===== config.mk =====
export PLATFORM = sky130hd
export DESIGN_NAME = host_cmd_parser
export DESIGN_NICKNAME = d
export VERILOG_FILES = /design/src/rtl/host_cmd_parser.sv
export SDC_FILE = /design/constraint.sdc
export NUM_CORES = 1
export LEC_CHECK = 0
export ABC_AREA = 1
export BUFFER_PORTS_ARGS = -buffer_cell sky130_fd_sc_hd__buf_2
export CAP_MARGIN = 20
export CORE_MARGIN = 2
export CORE_UTILIZATION = 45
export DETAILED_ROUTE_END_ITERATION = 16
export GPL_TIMING_DRIVEN = 0
export PLACE_DENSITY = 0.73
export SETUP_SLACK_MARGIN = 0.2
export SLEW_MARGIN = 20
export SYNTH_ARGS = -nofsm -noshare
export SYNTH_HDL_FRONTEND = slang
export SYNTH_SLANG_ARGS = --single-unit

===== constraint.sdc =====
create_clock -name clk -period 2.1 [get_ports clk]
set_input_delay 0.105 -clock clk [delete_from_list [all_inputs] [get_ports clk]]
set_output_delay 0.105 -clock clk [all_outputs]
set_load 0.05 [all_outputs]

===== src/rtl/host_cmd_parser.sv =====
// host_cmd_parser: splits a 16-bit host word stream into header fields and
// a payload stream, with optional checksum compare (HOST_CMD_CHECKSUM_EN).
// Ports: clk, reset (sync, active-low); in_* host word input (valid/ready);
// hdr_* header fields + valid/ready; out_* payload stream + out_last;
// pkt_done / pkt_error one-cycle pulses; error_count saturating mismatches.
module host_cmd_parser #(
  parameter logic [7:0] simple_cmd = 8'h40
) (
  input  logic        clk,
  input  logic        reset,
  input  logic [15:0] in_data,
  input  logic        in_enable,
  output logic        in_ready,
  output logic [7:0]  hdr_dest,
  output logic [7:0]  hdr_cmd,
  output logic [23:0] hdr_len,
  output logic        hdr_valid,
  input  logic        hdr_ready,
  output logic [15:0] out_data,
  output logic        out_enable,
  input  logic        out_ready,
  output logic        out_last,
  output logic        pkt_done,
  output logic        pkt_error,
  output logic [15:0] error_count
);

  typedef enum logic [2:0] {
    DEST, CMD, LEN_HI, LEN_LO, HDR, PAYLOAD, CK_HI, CK_LO
  } state_t;

  state_t      state_q, state_d;
  logic [7:0]  dest_q, dest_d;
  logic [7:0]  cmd_q, cmd_d;
  logic [23:0] len_q, len_d;
  logic [23:0] cnt_q, cnt_d;
  logic        hv_q, hv_d;
  logic        simple_q, simple_d;
  logic [15:0] odata_q, odata_d;
  logic        oen_q, oen_d;
  logic        olast_q, olast_d;
  logic        done_q, done_d;
  logic        accept;

  always_comb begin
    in_ready = 1'b1;
    unique case (state_q)
      HDR:     in_ready = 1'b0;
      PAYLOAD: in_ready = !oen_q || out_ready;
      default: in_ready = 1'b1;
    endcase
    if (!reset) in_ready = 1'b0;
  end

  assign accept = in_enable && in_ready;

  always_comb begin
    state_d  = state_q;
    dest_d   = dest_q;
    cmd_d    = cmd_q;
    len_d    = len_q;
    cnt_d    = cnt_q;
    hv_d     = hv_q;
    simple_d = simple_q;
    odata_d  = odata_q;
    oen_d    = oen_q;
    olast_d  = olast_q;
    done_d   = 1'b0;
    if (oen_q && out_ready) begin
      oen_d   = 1'b0;
      olast_d = 1'b0;
    end
    unique case (state_q)
      DEST: if (accept) begin
        dest_d  = in_data[7:0];
        state_d = CMD;
      end
      CMD: if (accept) begin
        cmd_d   = in_data[7:0];
        state_d = LEN_HI;
      end
      LEN_HI: if (accept) begin
        // Simple commands carry one filler word instead of a length.
        if (cmd_q == simple_cmd) begin
          len_d    = '0;
          simple_d = 1'b1;
          hv_d     = 1'b1;
          state_d  = HDR;
        end else begin
          len_d[23:16] = in_data[7:0];
          simple_d     = 1'b0;
          state_d      = LEN_LO;
        end
      end
      LEN_LO: if (accept) begin
        len_d[15:0] = in_data;
        hv_d        = 1'b1;
        state_d     = HDR;
      end
      HDR: if (hdr_ready) begin
        hv_d = 1'b0;
        if (simple_q) begin
          done_d  = 1'b1;
          state_d = DEST;
        end else if (len_q != '0) begin
          cnt_d   = len_q;
          state_d = PAYLOAD;
        end else begin
          state_d = CK_HI;
        end
      end
      PAYLOAD: if (accept) begin
        odata_d = in_data;
        oen_d   = 1'b1;
        olast_d = (cnt_q == 24'd1);
        cnt_d   = cnt_q - 24'd1;
        if (cnt_q == 24'd1) state_d = CK_HI;
      end
      CK_HI: if (accept) state_d = CK_LO;
      CK_LO: if (accept) begin
        done_d  = 1'b1;
        state_d = DEST;
      end
    endcase
  end

  always_ff @(posedge clk) begin
    if (!reset) begin
      state_q  <= DEST;
      dest_q   <= '0;
      cmd_q    <= '0;
      len_q    <= '0;
      cnt_q    <= '0;
      hv_q     <= 1'b0;
      simple_q <= 1'b0;
      odata_q  <= '0;
      oen_q    <= 1'b0;
      olast_q  <= 1'b0;
      done_q   <= 1'b0;
    end else begin
      state_q  <= state_d;
      dest_q   <= dest_d;
      cmd_q    <= cmd_d;
      len_q    <= len_d;
      cnt_q    <= cnt_d;
      hv_q     <= hv_d;
      simple_q <= simple_d;
      odata_q  <= odata_d;
      oen_q    <= oen_d;
      olast_q  <= olast_d;
      done_q   <= done_d;
    end
  end

  assign hdr_dest   = dest_q;
  assign hdr_cmd    = cmd_q;
  assign hdr_len    = len_q;
  assign hdr_valid  = hv_q;
  assign out_data   = odata_q;
  assign out_enable = oen_q;
  assign out_last   = olast_q;
  assign pkt_done   = done_q;

`ifdef HOST_CMD_CHECKSUM_EN
  logic [31:0] sum_q, sum_d;
  logic        ckok_q, ckok_d;
  logic        perr_q, perr_d;
  logic [15:0] ecnt_q, ecnt_d;

  always_comb begin
    sum_d  = sum_q;
    ckok_d = ckok_q;
    perr_d = 1'b0;
    ecnt_d = ecnt_q;
    unique case (state_q)
      DEST:    sum_d = '0;
      PAYLOAD: if (accept) sum_d = sum_q + {16'h0000, in_data};
      CK_HI:   if (accept) ckok_d = (in_data == sum_q[31:16]);
      CK_LO: if (accept && !(ckok_q && in_data == sum_q[15:0])) begin
        perr_d = 1'b1;
        if (ecnt_q != 16'hFFFF) ecnt_d = ecnt_q + 16'd1;
      end
      default: sum_d = sum_q;
    endcase
  end

  always_ff @(posedge clk) begin
    if (!reset) begin
      sum_q  <= '0;
      ckok_q <= 1'b0;
      perr_q <= 1'b0;
      ecnt_q <= '0;
    end else begin
      sum_q  <= sum_d;
      ckok_q <= ckok_d;
      perr_q <= perr_d;
      ecnt_q <= ecnt_d;
    end
  end

  assign pkt_error   = perr_q;
  assign error_count = ecnt_q;
`else
  assign pkt_error   = 1'b0;
  assign error_count = 16'h0000;
`endif

endmodule


==> flow_summary.ini <==
[logic_synthesis]
synthFlopType = dfxtp_1
synth_area_per_cell_um2 = 6.561
synth_enable_flop_cells = 0
synth_area_mm2 = 0.004494
ys_seq_elements = 88
seq_area_frac_synth_pct = 39.20
async_set_or_reset_register_ratio_after_synthesis_pct = 0
post_synth_inst_count = 685
yosysUniqueCellTypes = 33
yosys_warnings = 0

[clock_network]
cts_tree = yes
cts.reportedPaths.clkPinSlew_ns = 0.10
numClockSinks = 88
number_of_h_tree_levels = 3
clk-insertion-delay-late_ns = 0.37
clk_path_buf_depth = 2
cts_inserted_buffers = 9
cts-root-buf = clkbuf_8

[detailed_routing]
detail_route.wl_per_cell_um = 14.92
via_per_inst = 5.069
dr_total_vias = 4775
detail_route.wirelength_mm = 14.06
final_antenna_net_count = 0
drc_errors = 0
drt-pass1-iter-count = 5
drt_iter0_markers = 239

[floorplanning]
chipHeight_um = 103.9
io_pins = 99
start_util_pct = 46.19
die-area_mm2 = 0.01080
placeableCoreArea_mm2 = 0.009729
placementRows = 36
die-width_um = 103.9

[setup_path]
launching_element_type_of_the_critical_path = flop
cp_cell_sequence = buf_2 -> nor2_1 -> nand2_1 -> nor2_2 -> inv_1 -> nand3_2 -> buf_4 -> nand2_1 -> a21oi_1
critical_path.max_fanout = 10
cp-end-kind = flop
critical_path.max_stage_delay_ns = 0.34
worst_ep_arrival_time_ns = 2.10
cp_common_cell = nand2_1
crit_path_top_delay_cell = dfxtp_1
timing_worst_setup_path_type = reg2reg
cp.required_ns = 2.40

[sta]
tightestPinTransition_ns = 0.6908
setup_total_negative_slack_ns = 0
setup_repair_after_global_routing_missed_its_margin = true
setup-violations-final = 0
hold_violations = 0
hold_slack_ns = 0.03374
slew_headroom_pct = 53.95
finalWorstPathRequiredPeriod_ns = 1.800
finalClockSkew_ns = 0.008313
fmax_ghz = 0.5557
post-route-period-util_pct = 85.70
maxSlewViolCount = 0

[finish]
design.final.nets = 827
layout-drive-gt1-share_pct = 19.41
insertedDiodeCount = 0
area_delta_synth_final_pct = 21.85
layout_commonest_cell = nand2_1
highest_count_cells_in_the_layout_ignoring_fill_and_taps = nand2_1, nor2_1, dfxtp_1
postLayoutCoreUtil_pct = 56.29

[grt]
grt_antenna_before_repair = 0
grt_pass1_wl_mm = 22.16
grt_max_degree = 17
global_route.overflow_total = 0
global_route.usage.total_pct = 25.67
number_of_global_route_vias_before_repair = 4440

[pwr]
fin_total_pwr_uw = 5273
share_clk_of_total_power_pct = 25.9
comb_power_share_pct = 38.4
power.internal_uw = 3092
p_seq_share_pct = 35.7
power.share.switching_pct = 41.35
pwr_cell_area_mw_per_mm2 = 962.8
p_leak_uw = 0.002684
netSwitchingPower_uw = 2181
irDropWorstVdd_mv = 0.4821

[hold_path]
worst_hold_path_type = in2reg

[status]
status = finished, final reports clean

[placed_design]
finalWeightedCongestion = 0.9620
hpwl_mm = 10.28
numPortBuffers = 81

[job]
maxCapViolations = 0
-- worst max-delay path: cells and delay by family, from the launching register on --
family | cells | cell delay (ns)
and+or+nand+nor | 5 | 0.71
buffers and inverters | 3 | 0.52
DFF | 1 | 0.34
AOI/OAI and AO/OA | 1 | 0.16
-- layout make-up --
| class | instances | area (um^2) |
|---|---|---|
| flip-flops and latches | 88 | 1762 |
| fillers | 1006 | 4253 |
| well taps | 133 | 166.4 |
| repair buffers | 92 | 508.0 |
| multi-input cells | 519 | 2352 |
| plain buffers | 42 | 269.0 |
| clock inverters | 7 | 100.1 |
| inverters | 52 | 195.2 |
| clock buffers | 9 | 123.9 |
-- final timing paths --
| path | end | depth (start not counted) | start | slack, ns |
|---|---|---|---|---|
| min | out_last | 4 | out_ready | 0.03 |
| max | hdr_len[9] | 9 | state_q[0] | 0.30 |
| max reg2reg | hdr_len[9] | 9 | state_q[0] | 0.30 |
| min reg2reg | hdr_dest[1] | 2 | hdr_dest[1] | 0.47 |
-- kinds of logic (layout without fill, tap and decap cells) --
family	after synthesis	after routing	synth area share (%)
and+or+nand+nor	378	378	35.66
AOI/OAI and AO/OA	116	116	13.08
buffers and inverters	94	202	10.24
DFF	88	88	39.20
xor gates and xnor gates	6	6	1.169
adders and majority gates	2	2	0.5567
other	1	17	0.08344
-- synthesized netlist by cell type, types with 3 or more instances --
master / n / area (um^2)
buf_6: 4 / 45.04
clkbuf_1: 12 / 45.04
xnor2_1: 5 / 43.79
nor2_1: 133 / 499.2
inv_1: 46 / 172.7
nand2_1: 179 / 671.9
nand4_1: 13 / 81.33
dfxtp_1: 88 / 1762
or2_2: 4 / 25.02
a21oi_1: 58 / 290.3
o21ai_0: 52 / 260.3
inv_2: 5 / 18.77
nor2_4: 3 / 33.78
buf_4: 19 / 142.6
buf_2: 5 / 25.02
nand3_1: 35 / 175.2
-- flip-flops by register name, indices dropped and copies added, names as in the netlist --
register and count:
cnt_q 24, hdr_len 24, out_data 16, hdr_cmd 8, hdr_dest 8, state_q 3, hdr_valid 1, out_enable 1
out_last 1, pkt_done 1, simple_q 1
-- metrics by stage --
stage	std cells	setup WS [ns]	cell area, um^2
final	942	0.3004	5477
after global routing	942	0.1550	5477
after global placement	915	0.1729	5126
after CTS	939	0.2530	5435
after detailed placement	915	0.1259	5126
after floorplan	701	0.2968	4554
-- power groups by stage --
stage | logic, uW | clock network, uW | registers, uW
global placement | 1930 | 0 | 1910
detailed placement | 1950 | 0 | 1920
CTS | 1970 | 1380 | 1880
finish | 2020 | 1360 | 1880
global route | 2240 | 1440 | 1900
floorplan | 1350 | 0 | 2080
-- what timing repair did --
item / in CTS / in global routing
setup endpoints to repair: 3 / 41
hold buffers: 8 / 0
cloned: 0 / 0
pin swaps: 0 / 1
resized for setup: 2 / 10
setup buffers: 0 / 3
endpoints found under the hold margin: 12 / 0
-- layer usage --
layer | global-route usage [%] | part of all wire (%)
met2 | 42.62 | 47
met4 | 11.29 | 2.6
met3 | 3.509 | 6.5
met1 | 33.32 | 44
met5 | 0 | 0
No activity file was read; power rests on OpenSTA's default activity.
